File: src/rtl/div_unit_if.sv
// rtl/div_unit_if.sv - start/busy/done handshake and result bundle between datapath and divider
interface div_unit_if #(
    parameter int WIDTH = 32
);
    logic               start;
    logic               sign_en;
    logic [WIDTH-1:0]   dividend;
    logic [WIDTH-1:0]   divisor;
    logic               busy;
    logic               done;
    logic               div_by_zero;
    logic [WIDTH-1:0]   quotient;
    logic [WIDTH-1:0]   remainder;
    logic [2*WIDTH-1:0] z_result;

    modport master (
        output start, sign_en, dividend, divisor,
        input  busy, done, div_by_zero, quotient, remainder, z_result
    );

    modport slave (
        input  start, sign_en, dividend, divisor,
        output busy, done, div_by_zero, quotient, remainder, z_result
    );
endinterface

File: src/rtl/div_unit.sv
// rtl/div_unit.sv - radix-2 non-restoring WIDTH-bit divider, {remainder, quotient} result for Z capture
module div_unit #(
    parameter int WIDTH = 32
) (
    input  logic        clk,
    input  logic        clr,
    div_unit_if.slave   bus
);
    localparam int CW = $clog2(WIDTH + 1);

    typedef enum logic [1:0] {IDLE, RUN, FIX} state_t;

    state_t           state, state_next;
    logic [WIDTH:0]   p_reg;
    logic [WIDTH-1:0] q_reg, d_reg;
    logic [CW-1:0]    count;
    logic             q_neg, r_neg, zero_op;
    logic             busy_reg, done_reg, busy_next, done_next;
    logic             dz_reg;
    logic [WIDTH-1:0] quot_reg, rem_reg;

    logic [WIDTH:0]   d_ext, p_shift, p_step;
    logic [WIDTH-1:0] p_fix, q_out, r_out, dividend_abs, divisor_abs;
    logic             divisor_zero;

    assign divisor_zero = (bus.divisor == '0);
    assign dividend_abs = (bus.sign_en && bus.dividend[WIDTH-1]) ? -bus.dividend : bus.dividend;
    assign divisor_abs  = (bus.sign_en && bus.divisor[WIDTH-1])  ? -bus.divisor  : bus.divisor;

    // One non-restoring step: the sign of the old P picks subtract or add.
    assign d_ext   = {1'b0, d_reg};
    assign p_shift = {p_reg[WIDTH-1:0], q_reg[WIDTH-1]};
    assign p_step  = p_reg[WIDTH] ? p_shift + d_ext : p_shift - d_ext;
    assign p_fix   = p_reg[WIDTH] ? p_reg[WIDTH-1:0] + d_reg : p_reg[WIDTH-1:0];
    assign q_out   = q_neg ? -q_reg : q_reg;
    assign r_out   = r_neg ? -p_fix : p_fix;

    always_ff @(posedge clk or negedge clr) begin
        if (!clr) begin
            state    <= IDLE;
            busy_reg <= 1'b0;
            done_reg <= 1'b0;
        end else begin
            state    <= state_next;
            busy_reg <= busy_next;
            done_reg <= done_next;
        end
    end

    always_comb begin
        state_next = state;
        case (state)
            IDLE:    if (bus.start) state_next = divisor_zero ? FIX : RUN;
            RUN:     if (count == CW'(1)) state_next = FIX;
            FIX:     state_next = IDLE;
            default: state_next = IDLE;
        endcase
    end

    // Registered handshake: busy drops on the same edge that raises done.
    always_comb begin
        busy_next = (state_next != IDLE);
        done_next = (state == FIX);
    end

    always_ff @(posedge clk or negedge clr) begin
        if (!clr) begin
            p_reg    <= '0;
            q_reg    <= '0;
            d_reg    <= '0;
            count    <= '0;
            q_neg    <= 1'b0;
            r_neg    <= 1'b0;
            zero_op  <= 1'b0;
            dz_reg   <= 1'b0;
            quot_reg <= '0;
            rem_reg  <= '0;
        end else begin
            case (state)
                IDLE: if (bus.start) begin
                    q_neg   <= bus.sign_en & (bus.dividend[WIDTH-1] ^ bus.divisor[WIDTH-1]);
                    r_neg   <= bus.sign_en & bus.dividend[WIDTH-1];
                    p_reg   <= '0;
                    count   <= CW'(WIDTH);
                    zero_op <= divisor_zero;
                    // Zero divisor keeps the raw dividend; it becomes the remainder.
                    q_reg   <= divisor_zero ? bus.dividend : dividend_abs;
                    d_reg   <= divisor_abs;
                end
                RUN: begin
                    p_reg <= p_step;
                    q_reg <= {q_reg[WIDTH-2:0], ~p_step[WIDTH]};
                    count <= count - 1'b1;
                end
                FIX: begin
                    if (zero_op) begin
                        quot_reg <= '1;
                        rem_reg  <= q_reg;
                        dz_reg   <= 1'b1;
                    end else begin
                        quot_reg <= q_out;
                        rem_reg  <= r_out;
                        dz_reg   <= 1'b0;
                    end
                end
                default: ;
            endcase
        end
    end

    assign bus.busy        = busy_reg;
    assign bus.done        = done_reg;
    assign bus.div_by_zero = dz_reg;
    assign bus.quotient    = quot_reg;
    assign bus.remainder   = rem_reg;
    assign bus.z_result    = {rem_reg, quot_reg};
endmodule

File: src/flat_wrapper.sv
// flat-port wrapper written by rule: the top's interface ports become plain ports
module div_unit_flat 
#(
    parameter int WIDTH = 32
)
  (clk, clr, bus_start, bus_sign_en, bus_dividend, bus_divisor, bus_busy, bus_done, bus_div_by_zero, bus_quotient, bus_remainder, bus_z_result);
  div_unit_if #(.WIDTH(WIDTH)) bus_i ();
  input  logic clk;
  input  logic clr;
  input wire logic [$bits(bus_i.start)-1:0] bus_start;
  input wire logic [$bits(bus_i.sign_en)-1:0] bus_sign_en;
  input wire logic [$bits(bus_i.dividend)-1:0] bus_dividend;
  input wire logic [$bits(bus_i.divisor)-1:0] bus_divisor;
  output wire logic [$bits(bus_i.busy)-1:0] bus_busy;
  output wire logic [$bits(bus_i.done)-1:0] bus_done;
  output wire logic [$bits(bus_i.div_by_zero)-1:0] bus_div_by_zero;
  output wire logic [$bits(bus_i.quotient)-1:0] bus_quotient;
  output wire logic [$bits(bus_i.remainder)-1:0] bus_remainder;
  output wire logic [$bits(bus_i.z_result)-1:0] bus_z_result;
  assign bus_i.start = bus_start;
  assign bus_i.sign_en = bus_sign_en;
  assign bus_i.dividend = bus_dividend;
  assign bus_i.divisor = bus_divisor;
  assign bus_busy = bus_i.busy;
  assign bus_done = bus_i.done;
  assign bus_div_by_zero = bus_i.div_by_zero;
  assign bus_quotient = bus_i.quotient;
  assign bus_remainder = bus_i.remainder;
  assign bus_z_result = bus_i.z_result;
  div_unit #(.WIDTH(WIDTH)) u_core (.clk(clk), .clr(clr), .bus(bus_i));
endmodule
File: config.mk
export PLATFORM = sky130hd
export DESIGN_NAME = div_unit_flat
export DESIGN_NICKNAME = d
export VERILOG_FILES = /design/src/rtl/div_unit_if.sv /design/src/rtl/div_unit.sv /design/src/flat_wrapper.sv
export SDC_FILE = /design/constraint.sdc
export NUM_CORES = 1
export LEC_CHECK = 0
export CELL_PAD_IN_SITES_DETAIL_PLACEMENT = 0
export CELL_PAD_IN_SITES_GLOBAL_PLACEMENT = 2
export CORE_ASPECT_RATIO = 1.5
export CORE_MARGIN = 2
export CORE_UTILIZATION = 33
export CTS_CLUSTER_DIAMETER = 120
export DETAILED_ROUTE_END_ITERATION = 8
export PLACE_DENSITY_LB_ADDON = 0.1
export SYNTH_ARGS = -nofsm -noshare
export SYNTH_HDL_FRONTEND = slang
export SYNTH_SLANG_ARGS = --single-unit
File: constraint.sdc
create_clock -name clk -period 6.95 [get_ports clk]
set_input_delay 1.39 -clock clk [delete_from_list [all_inputs] [get_ports clk]]
set_output_delay 1.39 -clock clk [all_outputs]
set_load 0.01 [all_outputs]
## Word level (Yosys, flattened, before mapping)

Cells that the tools add are included.

- Output and inout port bits: 131
- Register bits after elaboration: 175
- Logic and storage cells: 57
- Input bits: 68

- Muxes and demuxes: 20
- Bitwise operators: 4
- Reductions and logical operators: 8
- Add/sub/neg operators: 8
- Equality and inequality tests: 4

Operator list:

| cell | number |
|---|---|
| $mux 32 | 9 |
| $neg 32->32 | 4 |
| $mux 33 | 2 |
| $pmux 33 s2 | 1 |
| $pmux 32 s2 | 1 |
| $add 33x32->33 | 1 |
| $sub 33x32->33 | 1 |
| $add 32x32->32 | 1 |
| $logic_not 32->1 | 1 |
| $pmux 6 s2 | 1 |
| $eq 6x1->1 const B | 1 |
| $mux 2 | 3 |
| $mux 6 | 1 |
| $sub 6x1->6 const B | 1 |
| $pmux 2 s2 | 1 |
| $reduce_and 2->1 | 2 |
| $reduce_bool 2->1 | 2 |
| $and 1x1->1 | 2 |
| $eq 2x1->1 const B | 1 |
| $eq 2x2->1 const B | 1 |
| $logic_and 1x1->1 | 2 |
| $logic_not 2->1 | 1 |
| $ne 2x2->1 const B | 1 |
| $mux 1 | 1 |
| other kinds (2) | 2 |

## Depth between registers and ports, before layout

- Word-level depth: 5
- Depth in mapped cells: 20
- Mapped depth without buffers: 20

## Worst setup path after synthesis

OpenSTA, ideal clock, no wires.

- Kind: flip-flop to flip-flop
- Start: reg u_core.p_reg[32]
- End: reg u_core.p_reg[31]
- Slack: 2.028 ns
- Arrival: 4.787 ns
- Cell stages (with the launch flop): 20
- Required time: 6.814 ns
- Library setup time: 0.136 ns
- Clock period less this slack: 4.922 ns
- Cells stage by stage: dfrtp_1 > buf_2 > clkbuf_1 > buf_2 > clkbuf_1 > clkbuf_1 > mux2_2 > ha_1 > a21o_1 > a21o_1 > a2111oi_0 > o31ai_1 > a221o_1 > o21ai_1 > a31oi_1 > o31ai_1 > a21oi_1 > a21oi_1 > xor2_1 > o21ai_0

- Cells in the longest elaborated chain, start to end: 2

RTL lines:

| item | line | source |
|---|---|---|
| start, declared | div_unit.sv:14 | `logic [WIDTH:0] p_reg;` |
| start signal, assigned | div_unit.sv:91 | `p_reg <= p_step;` |
| $mux 33 | div_unit.sv:33 | `assign p_step = p_reg[WIDTH] ? p_shift + d_ext : p_shift - d_ext;` |
| $pmux 33 s2 | div_unit.sv:79 | `case (state)` |

No other way between the ends.
A chain may end at the register's enable or synchronous reset.

## Worst setup path in the final report

- Start: reg u_core.d_reg[3]
- End: reg u_core.p_reg[31]

- Cells in the longest elaborated chain, start to end: 3
- Elaborated cells between the ends (all ways): 4
- Classes of those cells: add/sub: 2; mux: 2

RTL lines:

| item | line | source |
|---|---|---|
| start, declared | div_unit.sv:15 | `logic [WIDTH-1:0] q_reg, d_reg;` |
| start signal, assigned | div_unit.sv:88 | `d_reg <= divisor_abs;` |
| $sub 33x32->33 or $add 33x32->33 (tied branches) | div_unit.sv:33 |  |
| $mux 33 (*) | div_unit.sv:33 |  |
| $pmux 33 s2 (*) | div_unit.sv:79 |  |

Every way passes the cells marked *; elsewhere a longest branch is shown, timed or not.

==> flow_summary.yaml <==
worst_setup_path:
  startpoint_type: "register"
  critPathSlowestCell: "dfrtp_1"
  cp.required_ns: 7.28
  crit_type: "register to register"
  cp_max_fo: 5
  rrSetupSlack_ns: 2.06
  critPathCaptureType: "register"
  crit_path_frequent_cell: "a21oi_1"
  arrival_ns: 5.22
  cp_top_family: "compound AO/OA/AOI/OAI gates"
  crit_chain: "or3_1, or3_1, nor3_1, nand2_1, nor2_1, a21oi_1, xor2_1, ha_1, a21oi_1, o21ai_0, a221o_1, o21ai_1, a31oi_1, o31ai_1, a21oi_1, a21oi_1, xor2_1, o21ai_0"
  crit_buf_inv: 0
  slowest_delay_ns: 0.43
die:
  pin_count: 199
  dieArea_sq_mm: 0.04489
  die_width_um: 173.7
  num_rows: 93
  die_h_um: 258.5
  start_util_pct: 33.27
  coreArea_sq_mm: 0.04282
synthesis:
  synth_area_leaders: "dfrtp_1, xor2_1, ha_1, o21ai_0, nand2_1"
  synth_area_per_cell_sq_um: 8.179
  synth-seq-cells: 175
  ys_seq_area_share_pct: 30.73
  yosys.area.top_type_share_pct: 30.73
  synth_warnings: 0
  synth_edf_count: 0
  syn_inst: 1742
  synth_top_area_cell: "dfrtp_1"
  syn_area_sq_mm: 0.01425
  synth_ff_type: "dfrtp_1"
  ys_types: 91
  syn-num-nets: 1882
  async_flop_share_pct: 100.0
clock_tree:
  clock_sinks: 175
  cts_setup_buffers: 0
  clock_latency_ns: 0.46
  cts_buffers: 17
  cts_tree: "done"
  clkSlewWorstSetupHoldPaths_ns: 0.07
  hold_buffers: 0
  clock_tree.root_cell: "clkbuf_16"
  cts.path.max_buffers: 2
  htreeDepth: 4
  cts_resized: 0
place:
  place_inst: 2378
  hpwl_um: 34290
  io_buffers: 198
  gp_congestion: 0.8822
timing:
  hold_viol: 0
  hold-worst-slack_ns: 0.4828
  fin_skew_ns: 0.01460
  relSlewSlack_pct: 34.64
  slew_viol_final: 0
  setup_viol: 0
  max_freq_mhz: 204.6
  max_slew.worst_pin.slew_ns: 0.9803
  timing.setup.tns_ns: 0
  min_period_over_period_pct: 70.33
  rsz0062_at_grt: "no"
  min_period_ns: 4.888
grt:
  grt_overflow_total: 0
  grt_max_degree: 69
  grt_pass1_wl_um: 69460
  grtUsageTotal_pct: 19.62
  antenna_found_initial: 2
  grt_pass1_vias: 12510
power_and_ir_drop:
  peakVddDrop_mv: 0.1855
  power.density_mw_per_mm2: 575.0
  p_leak_nw: 6.845
run:
  maxCapViolations: 0
cells_and_area:
  areaGrowthSynthToFinish_pct: 18.93
  final_cell_mix: "nand2_1, clkdlybuf4s50_1, dfrtp_1"
  final_common_cell: "nand2_1"
  largest_reg_flops: 33
  stdcell_count: 2410
  finalNetCount: 1967
  antennaDiodeCount: 0
  drive_gt1_share_pct: 5.707
outcome:
  status: "completed"
detailed_routing:
  vias: 12520
  drcViolationCount: 0
  vias_per_cell: 5.196
  wire_per_inst_um: 18.27
  drt-initial-drc-count: 543
  drtPass1Iterations: 5
  drtAntennaViolNets: 0
  finalWirelength_um: 44030
min_path:
  hold_path_class: "register to register"
-- cell families (layout without fill, tap and decap cells) --
group,Yosys count,count (layout),synth area share (%)
flops,175,175,30.73
fa+ha+maj,72,72,6.428
xor+xnor,187,187,11.49
mux,20,20,1.423
buf+inv,191,289,6.779
simple gates,540,540,18.11
compound gates,557,557,25.04
-- worst reg2reg max path, stage by stage (launching register included) --
cell,delay (ns)
dfrtp_1,0.43
or3_1,0.41
or3_1,0.37
nor3_1,0.37
nand2_1,0.13
nor2_1,0.32
a21oi_1,0.14
xor2_1,0.16
ha_1,0.34
a21oi_1,0.14
o21ai_0,0.17
a221o_1,0.40
o21ai_1,0.25
a31oi_1,0.17
o31ai_1,0.40
a21oi_1,0.13
a21oi_1,0.19
xor2_1,0.15
o21ai_0,0.08
-- cell type report --
| cell class | instances | area [sq um] |
|---|---|---|
| Sequential cell | 175 | 4382 |
| Fill cell | 4552 | 25870 |
| Clock buffer | 19 | 452.9 |
| Clock inverter | 13 | 196.4 |
| Inverter | 41 | 153.9 |
| Timing Repair Buffer | 216 | 2121 |
| Multi-Input combinational cell | 1376 | 8927 |
| Tap cell | 570 | 713.2 |
-- where the power goes --
part           internal [W]  switching, W  total [W]
Clock              0.000601      0.000477    0.00108
Combinational       0.00290       0.00357    0.00647
Sequential          0.00150      0.000696    0.00220
-- per-layer routing --
| layer | GRT usage [%] | up-vias | part of all wire, % |
|---|---|---|---|
| met4 | 5.486 | 0 | 1.8 |
| met5 | 0 | - | 0 |
| met1 | 23.16 | 5896 | 43 |
| li1 | - | 6348 | - |
| met2 | 37.23 | 239 | 52 |
| met3 | 2.303 | 39 | 2.8 |
-- metrics by stage --
stage / util, % / power (W) / area (sq um) / setup WS, ns
2_1_floorplan: - / 0.006823 / 14250 / 2.028
3_3_place_gp: 38.06 / 0.008696 / 16300 / 1.803
3_5_place_dp: 38.06 / 0.008732 / 16300 / 1.771
4_1_cts: 39.57 / 0.009852 / 16950 / 2.055
5_1_grt: 39.57 / 0.01068 / 16950 / 1.672
6_report: 39.57 / 0.009743 / 16950 / 2.062
-- worst paths after layout --
kind                                        startpoint                            endpoint  cells past startpoint
max in group asynchronous                          clr          u_core.zero_op$_DFFE_PN0P_                      2
min in group asynchronous                          clr  u_core.bus.quotient[4]$_DFFE_PN0P_                      1
min                        u_core.count[5]$_DFFE_PN0P_         u_core.count[5]$_DFFE_PN0P_                      1
max reg2reg                u_core.d_reg[3]$_DFFE_PN0P_        u_core.p_reg[31]$_DFFE_PN0P_                     18
max                        u_core.d_reg[3]$_DFFE_PN0P_        u_core.p_reg[31]$_DFFE_PN0P_                     18
min reg2reg                u_core.count[5]$_DFFE_PN0P_         u_core.count[5]$_DFFE_PN0P_                      1
-- synthesized netlist by cell type, types with 11 or more instances --
library cell	number
clkbuf_1	72
xor2_1	119
inv_1	38
o41ai_1	14
o21ai_1	12
a31oi_1	20
ha_1	70
xnor2_1	68
a22oi_1	32
or4_1	14
nor3_1	39
and3_1	11
nand3_1	23
or3_1	17
nand2_1	203
o31ai_1	31
o21a_1	13
buf_4	64
nor2b_1	16
nand2b_1	23
a21o_1	26
mux2i_1	18
o21ai_0	172
dfrtp_1	175
nor2_1	130
nor4_1	12
a21oi_1	143
No activity file was read; power rests on OpenSTA's default activity.
